**config.mk**
```make
export PLATFORM = sky130hd
export DESIGN_NAME = alu_seq_unit_flat
export DESIGN_NICKNAME = d
export VERILOG_FILES = /design/src/rtl/alu_pkg.sv /design/src/rtl/alu_seq_unit_if.sv /design/src/rtl/alu_seq_iter.sv /design/src/rtl/alu_seq_unit.sv /design/src/flat_wrapper.sv
export SDC_FILE = /design/constraint.sdc
export NUM_CORES = 1
export LEC_CHECK = 0
export CELL_PAD_IN_SITES_DETAIL_PLACEMENT = 0
export CELL_PAD_IN_SITES_GLOBAL_PLACEMENT = 2
export CORE_MARGIN = 2
export CORE_UTILIZATION = 43
export CTS_CLUSTER_SIZE = 16
export DETAILED_ROUTE_END_ITERATION = 6
export DONT_BUFFER_PORTS = 1
export GPL_TIMING_DRIVEN = 0
export PLACE_DENSITY_LB_ADDON = 0.05
export SKIP_LAST_GASP = 1
export SYNTH_ARGS = -nofsm -noshare
export SYNTH_HDL_FRONTEND = slang
export SYNTH_HIERARCHICAL = 1
export SYNTH_SLANG_ARGS = --single-unit
```
**constraint.sdc**
```tcl
create_clock -name clk -period 5.78 [get_ports clk]
set_input_delay 0.578 -clock clk [delete_from_list [all_inputs] [get_ports clk]]
set_output_delay 0.578 -clock clk [all_outputs]
set_load 0.01 [all_outputs]
```
**src/rtl/alu_pkg.sv**
```systemverilog
// Shared types and constants for the sequential 4-bit ALU.
package alu_pkg;

    localparam int ALU_OPW  = 4;
    localparam int ALU_RESW = 8;
    localparam int ALU_ITER = 4;

    typedef enum logic [2:0] {
        ALU_ADD = 3'd0,
        ALU_MUL = 3'd1,
        ALU_MOD = 3'd2,
        ALU_AND = 3'd3,
        ALU_SUB = 3'd4,
        ALU_DIV = 3'd5,
        ALU_OR  = 3'd6,
        ALU_XOR = 3'd7
    } alu_op_e;

    typedef enum logic [1:0] {
        ST_IDLE = 2'd0,
        ST_BUSY = 2'd1,
        ST_DONE = 2'd2
    } alu_state_e;

    // Ops that go through the multi-cycle shift engine
    function automatic logic alu_is_iter(alu_op_e op);
        return (op == ALU_MUL) || (op == ALU_DIV) || (op == ALU_MOD);
    endfunction

endpackage

```
**src/rtl/alu_seq_unit_if.sv**
```systemverilog
// Command/response handshake bundle for alu_seq_unit.
// rsp_dz exists only when ALU_SEQ_DZ_ERR_EN is defined.
interface alu_seq_unit_if;
    import alu_pkg::*;

    logic                     cmd_valid;
    logic                     cmd_ready;
    logic [ALU_OPW-1:0]       cmd_a;
    logic [ALU_OPW-1:0]       cmd_b;
    alu_op_e                  cmd_op;
    logic                     rsp_valid;
    logic                     rsp_ready;
    logic [ALU_RESW-1:0]      rsp_result;
`ifdef ALU_SEQ_DZ_ERR_EN
    logic                     rsp_dz;
`endif

    // Requester side
    modport master (
        output cmd_valid, cmd_a, cmd_b, cmd_op, rsp_ready,
        input  cmd_ready, rsp_valid, rsp_result
`ifdef ALU_SEQ_DZ_ERR_EN
      , input  rsp_dz
`endif
    );

    // ALU side
    modport slave (
        input  cmd_valid, cmd_a, cmd_b, cmd_op, rsp_ready,
        output cmd_ready, rsp_valid, rsp_result
`ifdef ALU_SEQ_DZ_ERR_EN
      , output rsp_dz
`endif
    );

endinterface

```
**src/rtl/alu_seq_iter.sv**
```systemverilog
// Shared shift-add multiplier / restoring divider, one bit per step.
// mode is captured at load: 0 = multiply (a*b), 1 = divide (a/b, a%b).
module alu_seq_iter
    import alu_pkg::*;
(
    input  logic                clk,
    input  logic                rst_n,
    input  logic                load,
    input  logic                step,
    input  logic                mode,
    input  logic [ALU_OPW-1:0]  a,
    input  logic [ALU_OPW-1:0]  b,
    output logic [ALU_RESW-1:0] acc,
    output logic [ALU_OPW-1:0]  quot,
    output logic [ALU_OPW-1:0]  rem
);

    logic                div_q;
    logic [ALU_RESW-1:0] acc_q;
    logic [ALU_RESW-1:0] mcand_q;
    logic [ALU_OPW-1:0]  q_q;     // multiplier (mul) or dividend->quotient (div)
    logic [ALU_OPW-1:0]  rem_q;
    logic [ALU_OPW-1:0]  dvs_q;
    logic [ALU_OPW:0]    trial;

    // Partial remainder with the next dividend bit shifted in
    always_comb trial = {rem_q, q_q[ALU_OPW-1]};

    // One iteration per step; divide by zero falls out naturally (q=F, rem=a)
    always_ff @(posedge clk or negedge rst_n) begin
        if (!rst_n) begin
            div_q   <= 1'b0;
            acc_q   <= '0;
            mcand_q <= '0;
            q_q     <= '0;
            rem_q   <= '0;
            dvs_q   <= '0;
        end else if (load) begin
            div_q   <= mode;
            acc_q   <= '0;
            mcand_q <= {{(ALU_RESW-ALU_OPW){1'b0}}, a};
            q_q     <= mode ? a : b;
            rem_q   <= '0;
            dvs_q   <= b;
        end else if (step) begin
            if (div_q) begin
                if (trial >= {1'b0, dvs_q}) begin
                    rem_q <= ALU_OPW'(trial - {1'b0, dvs_q});
                    q_q   <= {q_q[ALU_OPW-2:0], 1'b1};
                end else begin
                    rem_q <= trial[ALU_OPW-1:0];
                    q_q   <= {q_q[ALU_OPW-2:0], 1'b0};
                end
            end else begin
                if (q_q[0]) acc_q <= acc_q + mcand_q;
                mcand_q <= mcand_q << 1;
                q_q     <= q_q >> 1;
            end
        end
    end

    assign acc  = acc_q;
    assign quot = q_q;
    assign rem  = rem_q;

endmodule

```
**src/rtl/alu_seq_unit.sv**
```systemverilog
// Handshaked sequential 4-bit ALU with 8-bit result.
// Optional divide-by-zero flag output enabled by ALU_SEQ_DZ_ERR_EN.
module alu_seq_unit
    import alu_pkg::*;
(
    input  logic          clk,
    input  logic          rst_n,
    alu_seq_unit_if.slave bus
);

    alu_state_e          state_q, state_d;
    alu_op_e             op_q;
    logic [ALU_RESW-1:0] res_q;
    logic [2:0]          cnt_q;
    logic                accept, load, step, ready, valid;
    logic [ALU_RESW-1:0] simple_res;
    logic [ALU_RESW-1:0] eng_acc;
    logic [ALU_OPW-1:0]  eng_quot, eng_rem;

    // Single-cycle op results from the live command operands
    always_comb begin
        simple_res = '0;
        case (bus.cmd_op)
            ALU_ADD: simple_res = {4'h0, bus.cmd_a} + {4'h0, bus.cmd_b};
            ALU_SUB: simple_res = {4'h0, bus.cmd_a} - {4'h0, bus.cmd_b};
            ALU_AND: simple_res = {4'h0, bus.cmd_a & bus.cmd_b};
            ALU_OR:  simple_res = {4'h0, bus.cmd_a | bus.cmd_b};
            ALU_XOR: simple_res = {4'h0, bus.cmd_a ^ bus.cmd_b};
            default: simple_res = '0;
        endcase
    end

    // FSM state register
    always_ff @(posedge clk or negedge rst_n) begin
        if (!rst_n) state_q <= ST_IDLE;
        else        state_q <= state_d;
    end

    // FSM next state and handshake/engine controls
    always_comb begin
        state_d = state_q;
        ready   = 1'b0;
        valid   = 1'b0;
        accept  = 1'b0;
        load    = 1'b0;
        step    = 1'b0;
        case (state_q)
            ST_IDLE: begin
                ready = 1'b1;
                if (bus.cmd_valid) begin
                    accept = 1'b1;
                    if (alu_is_iter(bus.cmd_op)) begin
                        load    = 1'b1;
                        state_d = ST_BUSY;
                    end else begin
                        state_d = ST_DONE;
                    end
                end
            end
            ST_BUSY: begin
                step = 1'b1;
                if (cnt_q == 3'd1) state_d = ST_DONE;
            end
            ST_DONE: begin
                valid = 1'b1;
                if (bus.rsp_ready) state_d = ST_IDLE;
            end
            default: state_d = ST_IDLE;
        endcase
    end

    // Capture command at accept; count down engine iterations
    always_ff @(posedge clk or negedge rst_n) begin
        if (!rst_n) begin
            op_q  <= ALU_ADD;
            res_q <= '0;
            cnt_q <= '0;
        end else if (accept) begin
            op_q  <= bus.cmd_op;
            res_q <= simple_res;
            cnt_q <= alu_is_iter(bus.cmd_op) ? 3'(ALU_ITER) : 3'd0;
        end else if (step) begin
            cnt_q <= cnt_q - 3'd1;
        end
    end

`ifdef ALU_SEQ_DZ_ERR_EN
    logic dz_q;

    // Flag division by zero for the response being built
    always_ff @(posedge clk or negedge rst_n) begin
        if (!rst_n)      dz_q <= 1'b0;
        else if (accept) dz_q <= (bus.cmd_op == ALU_DIV || bus.cmd_op == ALU_MOD) &&
                                 (bus.cmd_b == '0);
    end

    assign bus.rsp_dz = dz_q;
`endif

    alu_seq_iter u_iter (
        .clk   (clk),
        .rst_n (rst_n),
        .load  (load),
        .step  (step),
        .mode  (bus.cmd_op != ALU_MUL),
        .a     (bus.cmd_a),
        .b     (bus.cmd_b),
        .acc   (eng_acc),
        .quot  (eng_quot),
        .rem   (eng_rem)
    );

    // Engine registers are frozen outside BUSY, so this mux is stable in DONE
    always_comb begin
        case (op_q)
            ALU_MUL: bus.rsp_result = eng_acc;
            ALU_DIV: bus.rsp_result = {4'h0, eng_quot};
            ALU_MOD: bus.rsp_result = {4'h0, eng_rem};
            default: bus.rsp_result = res_q;
        endcase
    end

    assign bus.cmd_ready = ready;
    assign bus.rsp_valid = valid;

endmodule

```
**src/flat_wrapper.sv**
```systemverilog
// flat-port wrapper written by rule: the top's interface ports become plain ports
module alu_seq_unit_flat import alu_pkg::*;
  (clk, rst_n, bus_cmd_valid, bus_cmd_a, bus_cmd_b, bus_cmd_op, bus_rsp_ready, bus_cmd_ready, bus_rsp_valid, bus_rsp_result);
  alu_seq_unit_if bus_i ();
  input  logic clk;
  input  logic rst_n;
  input wire logic [$bits(bus_i.cmd_valid)-1:0] bus_cmd_valid;
  input wire logic [$bits(bus_i.cmd_a)-1:0] bus_cmd_a;
  input wire logic [$bits(bus_i.cmd_b)-1:0] bus_cmd_b;
  input wire logic [$bits(bus_i.cmd_op)-1:0] bus_cmd_op;
  input wire logic [$bits(bus_i.rsp_ready)-1:0] bus_rsp_ready;
  output wire logic [$bits(bus_i.cmd_ready)-1:0] bus_cmd_ready;
  output wire logic [$bits(bus_i.rsp_valid)-1:0] bus_rsp_valid;
  output wire logic [$bits(bus_i.rsp_result)-1:0] bus_rsp_result;
  assign bus_i.cmd_valid = bus_cmd_valid;
  assign bus_i.cmd_a = bus_cmd_a;
  assign bus_i.cmd_b = bus_cmd_b;
  assign bus_i.cmd_op = bus_cmd_op;
  assign bus_i.rsp_ready = bus_rsp_ready;
  assign bus_cmd_ready = bus_i.cmd_ready;
  assign bus_rsp_valid = bus_i.rsp_valid;
  assign bus_rsp_result = bus_i.rsp_result;
  alu_seq_unit u_core (.clk(clk), .rst_n(rst_n), .bus(bus_i));
endmodule
```
# == Word-level counts from Yosys, hierarchy flattened ==
# Index checks and enable logic that the tools add are counted.
# Widths: inputs -> output; s select.
# word_totals
reg_bits,45
in_bits,15
output_inout_bits,10
word_cells,83
# classes
n_addsub,5
order_cmp,1
n_eq_ne,18
mux,34
bitwise_logic,3
n_reduce_logical,12
# op_table
op,n
$mux 8,7
$pmux 8 s5,1
$mux 4,8
$pmux 8 s3,1
$eq 3x3->1 const B,5
$eq 3x1->1 const B,3
$eq 3x2->1 const B,3
$mux 1,9
$mux 3,3
$add 8x8->8,1
$mux 2,4
$reduce_bool 2->1,4
$pmux 2 s3,1
$reduce_and 3->1,2
$add 4x4->5,1
$ge 5x4->1,1
$sub 4x4->5,1
$and 4x4->4,1
$ne 2x1->1 const B,2
$ne 2x2->1 const B,2
$or 4x4->4,1
$reduce_and 2->1,2
$sub 4x4->4,1
$xor 4x4->4,1
other kinds (7),8

# == Depth between registers and ports, before layout ==
# depth
depth_word,8
depth_mapped,9
depth_no_buf,8

# == Modules after synthesis ==
# Netlist, hierarchy kept.
# by_module_without_submodules
mod,n_inst,cells_each,area_per_inst_um2,seq_area_each_um2
alu_seq_iter,1,185,1821.7,725.7
alu_seq_unit,1,170,1383.8,350.3

# == Worst setup path after synthesis ==
# OpenSTA, ideal clock, no wires.
# synth_path
path_kind,input to register
startpoint,in bus_cmd_op[0]
endpoint,reg u_core.u_iter.dvs_q[1]
setup_ns,0.137
t_arrival_ns,1.907
path_slack_ns,3.735
stages,7
path_cell_list,buf_2 nor3b_1 o21ai_0 inv_1 clkbuf_1 clkbuf_1 o21ai_0
# synth_between
elab_chain_len,6
elab_cells_between_ends,8
cone_classes,eq/ne (3); mux (3); reduce/logical (2)
# synth_rtl
element,line_no,source
start: declaration,flat_wrapper.sv:10,input wire logic [$bits(bus_i.cmd_op)-1:0] bus_cmd_op;
$eq 3x1->1 / $eq 3x3->1 (equally long branches),alu_pkg.sv:27,return (op == ALU_MUL) || (op == ALU_DIV) || (op == ALU_MOD);
$logic_or 1x1->1,alu_pkg.sv:27,
$logic_or 1x1->1 (*),alu_pkg.sv:27,
$mux 1 (*),alu_seq_unit.sv:52,if (alu_is_iter(bus.cmd_op)) begin
$mux 1 (*),alu_seq_unit.sv:50,if (bus.cmd_valid) begin
$mux 1 (*),alu_seq_unit.sv:47,case (state_q)
net u_core.load,alu_seq_unit.sv:15,"logic accept, load, step, ready, valid;"
end signal: assignment,alu_seq_iter.sv:37,dvs_q <= '0;
end signal: assignment,alu_seq_iter.sv:44,dvs_q <= b;
end: declaration,alu_seq_iter.sv:23,logic [ALU_OPW-1:0] dvs_q;
# The timed path passes the listed nets; every way through them passes the cells marked *.
# A chain may end at the register's enable or synchronous reset.

# == Worst setup path in the final report ==
# layout_path
startpoint,reg u_core.state_q[0]
endpoint,reg u_core.u_iter.q_q[2] (netlist: u_core/u_iter/quot[2])
# layout_between
elab_chain_len,3
elab_cells_between_ends,6
cone_classes,eq/ne (1); mux (3); reduce/logical (2)
# layout_rtl
element,line_no,source
start: declaration,alu_seq_unit.sv:11,"alu_state_e state_q, state_d;"
start signal: assignment,alu_seq_unit.sv:36,else state_q <= state_d;
$logic_not 2->1 (*),alu_seq_unit.sv:47,
$mux 1 (*),alu_seq_unit.sv:47,
net u_core.load,alu_seq_unit.sv:15,
$mux 4 / $reduce_bool 2->1 (equally long branches),n/a,
end signal: assignment,alu_seq_iter.sv:42,q_q <= mode ? a : b;
end signal: assignment,alu_seq_iter.sv:49,"q_q <= {q_q[ALU_OPW-2:0], 1'b1};"
end signal: assignment,alu_seq_iter.sv:52,"q_q <= {q_q[ALU_OPW-2:0], 1'b0};"
end: declaration,alu_seq_iter.sv:21,logic [ALU_OPW-1:0] q_q;
# Marks and branches as above.

==> results.toml <==
[logic_synthesis]
ys_seq_area_share_pct = 33.6
yosys_most_used_dff = "dfrtp_1"
ys_ff_latch = 43
ys_types = 63
synthArstFlopShare_pct = 100
synth_top_area_share_pct = 33.6
synth_area_leaders = "dfrtp_1 34%, ha_1 9.8%, mux2i_1 5.3%, nand2_1 5.0%, o21ai_0 3.6%"
syn_area_um2 = 3210
synth_edf_count = 0
synth_nets = 399
synth_area_per_cell_um2 = 9.03
ys_warn_count = 6
synthCells = 355
synthTopCellsByCount = "43 x dfrtp_1, 43 x nand2_1, 27 x inv_1, 25 x ha_1, 23 x o21ai_0"
synth_top_area_cell = "dfrtp_1"

[cts]
insertion_delay_ns = 0.30
clock-root-buffer = "clkbuf_8"
cts_tree = "built"
postCtsSetupBuffers = 0
cts_max_level = 2
clkTransAtPathRegs_ns = 0.08
cts_buffer_depth = 2
numCtsBuffers = 5
cts_sinks = 43

[placed_design]
dp_hpwl_um = 6130
place_area_um2 = 3330
gp_congestion = 0.820
io_buffers = 0

[critical_path]
reg2reg_from = "u_core/state_q[0]"
worstSetupStartpointType = "flop"
ff2ff_setup_slack_ns = 3.12
end_kind = "flop"
rr_endpoint = "u_core/u_iter/quot[2]"
cp_slowest_cell = "buf_1"
critPathMaxStageDelay_ns = 0.57
arrival_ns = 2.80
worstSetupPathType = "reg -> reg"
rr_worst_depth = 6
crit_chain = "nor3b_2 > o21ai_0 > inv_1 > clkbuf_1 > buf_1 > a21oi_1"
worst-path-max-fanout = 10
cp_data_required_time_ns = 5.93

[floorplanning]
start_util_pct = 44.2
rows = 31
coreArea_um2 = 7250
ios = 25
die_y_um = 90.3
die_area_um2 = 8160
die_w_um = 90.3

[drt]
ant_nets = 0
wire_per_inst_um = 17.1
drtIter0Drc = 89
vias_per_cell = 5.50
drc = 0
drtPass1Iterations = 4
dr_total_vias = 2547
routed_wl_um = 7900

[sta]
post-route-min-period_ns = 2.66
max_freq_mhz = 377
fin_crit_sh_pct = 45.9
clock_skew_ns = 0.00667
hold_violations = 0
slew_viol_final = 0
grt_setup_unrepaired = "no"
tightest_slew_ns = 0.660
final.setup.tns_ns = 0
setup_viol = 0
max_slew_margin_pct = 56.0

[hold_path]
hold_path.class = "in -> async"

[layout]
final_nets = 407
finalInstanceArea_um2 = 3460
utilization_pct = 47.7
drive_above_1_share_pct = 9.62
n_antenna_cell = 0
area_growth_pct = 7.96

[run]
maxCapViolations = 0

[global_routing]
grt_max_degree = 44
antenna_found_initial = 0
grtUsageTotal_pct = 20.2
grt_pass1_wl_um = 13000
first_global_vias = 2466
overflow = 0

[run_status]
status = "completed"

[power_and_ir_drop]
power.leakage_nw = 1.58
p_per_area_nw_per_um2 = 493
vdd_drop_max_uv = 163
power_mw = 1.71
==> state kept, by name, summed over array words and instances, names as in the netlist <==
register               flops
u_core/op_q                3
u_core/res_q               6
u_core/u_iter/dvs_q        4
u_core/cnt_q               3
u_core/u_iter/mcand_q      8
u_core/u_iter/div_q        1
u_core/u_iter/quot         4
u_core/u_iter/rem          4
u_core/state_q             2
u_core/u_iter/acc          8
==> worst max-delay path: cells and delay by family, from the launching register on <==
family	cells	cell delay (ns)
flops	1	0.45
compound gates	2	0.41
simple gates	1	0.49
buf+inv	3	1.15
==> metal layers <==
metal / share of wire, % / global-route usage (%)
met5: 0 / 0
met4: 1.3 / 4.62
met3: 3.7 / 3.76
met2: 44 / 30.8
met1: 51 / 29.9
==> worst max-delay path by stage <==
stage                            from                      to
floorplan               bus_cmd_op[0]  u_core/u_iter/dvs_q[1]
global placement        bus_cmd_valid  u_core/u_iter/dvs_q[3]
detailed placement      bus_cmd_valid  u_core/u_iter/dvs_q[3]
CTS                 u_core/state_q[0]  u_core/u_iter/dvs_q[3]
global route        u_core/state_q[0]  u_core/u_iter/dvs_q[2]
finish              u_core/state_q[0]   u_core/u_iter/quot[2]
==> through the flow <==
stage | hold WS (ns) | setup WS [ns] | cells
final | 0.107 | 3.12 | 463
after global routing | 0.107 | 2.92 | 463
after CTS | 0.119 | 3.13 | 463
after detailed placement | 0.283 | 3.04 | 454
after global placement | 0.283 | 3.07 | 454
after floorplan | 0.282 | 3.74 | 355
==> what timing repair did <==
item,CTS,global route
gates resized for setup,0,0
endpoints found under the hold margin,43,0
hold buffers,1,0
==> where the power goes <==
part / internal, mW / leakage, nW / switching (mW)
Combinational: 0.403 / 0.983 / 0.528
Sequential: 0.433 / 0.544 / 0.126
Clock: 0.109 / 0.0505 / 0.108
==> layout by cell type (no fill, tap or decap), types with 2 or more instances in the layout <==
cell	n
o41ai_1	2
nor3_1	5
a21oi_1	18
and2_1	2
ha_1	25
nand2_1	43
a31oi_1	2
clkbuf_1	6
o21bai_1	2
o22ai_1	3
o21ai_0	23
o31ai_1	3
nand3_1	8
xor2_1	2
o21a_1	3
nand4_1	2
buf_2	8
nor2b_1	5
nor3b_1	3
o211ai_1	6
nor2_1	21
mux2i_1	17
mux2_2	3
nand2b_1	6
fa_1	4
clkbuf_8	8
inv_1	27
o31a_1	2
a21o_1	6
dfrtp_1	43
o21ai_1	7
or3_1	4
a22o_1	3
a211oi_1	6
xnor2_1	5
a211oi_2	2
==> area by class of cell <==
cell class	count	area, µm²
inverters	27	101
flip-flops and latches	43	1080
repair buffers	1	27.5
multi-input cells	267	1930
fillers	732	3790
clock buffers	7	96.3
well taps	99	124
plain buffers	18	98.8
clock inverters	1	7.51
==> logic make-up after synthesis <==
group / synth area share, %
and+or+nand+nor: 17.4
AOI/OAI and AO/OA: 21.8
buffers and inverters: 6.25
DFF: 33.6
adders and majority gates: 12.3
muxes: 6.83
xor gates and xnor gates: 1.91
No activity file was read; power rests on OpenSTA's default activity.
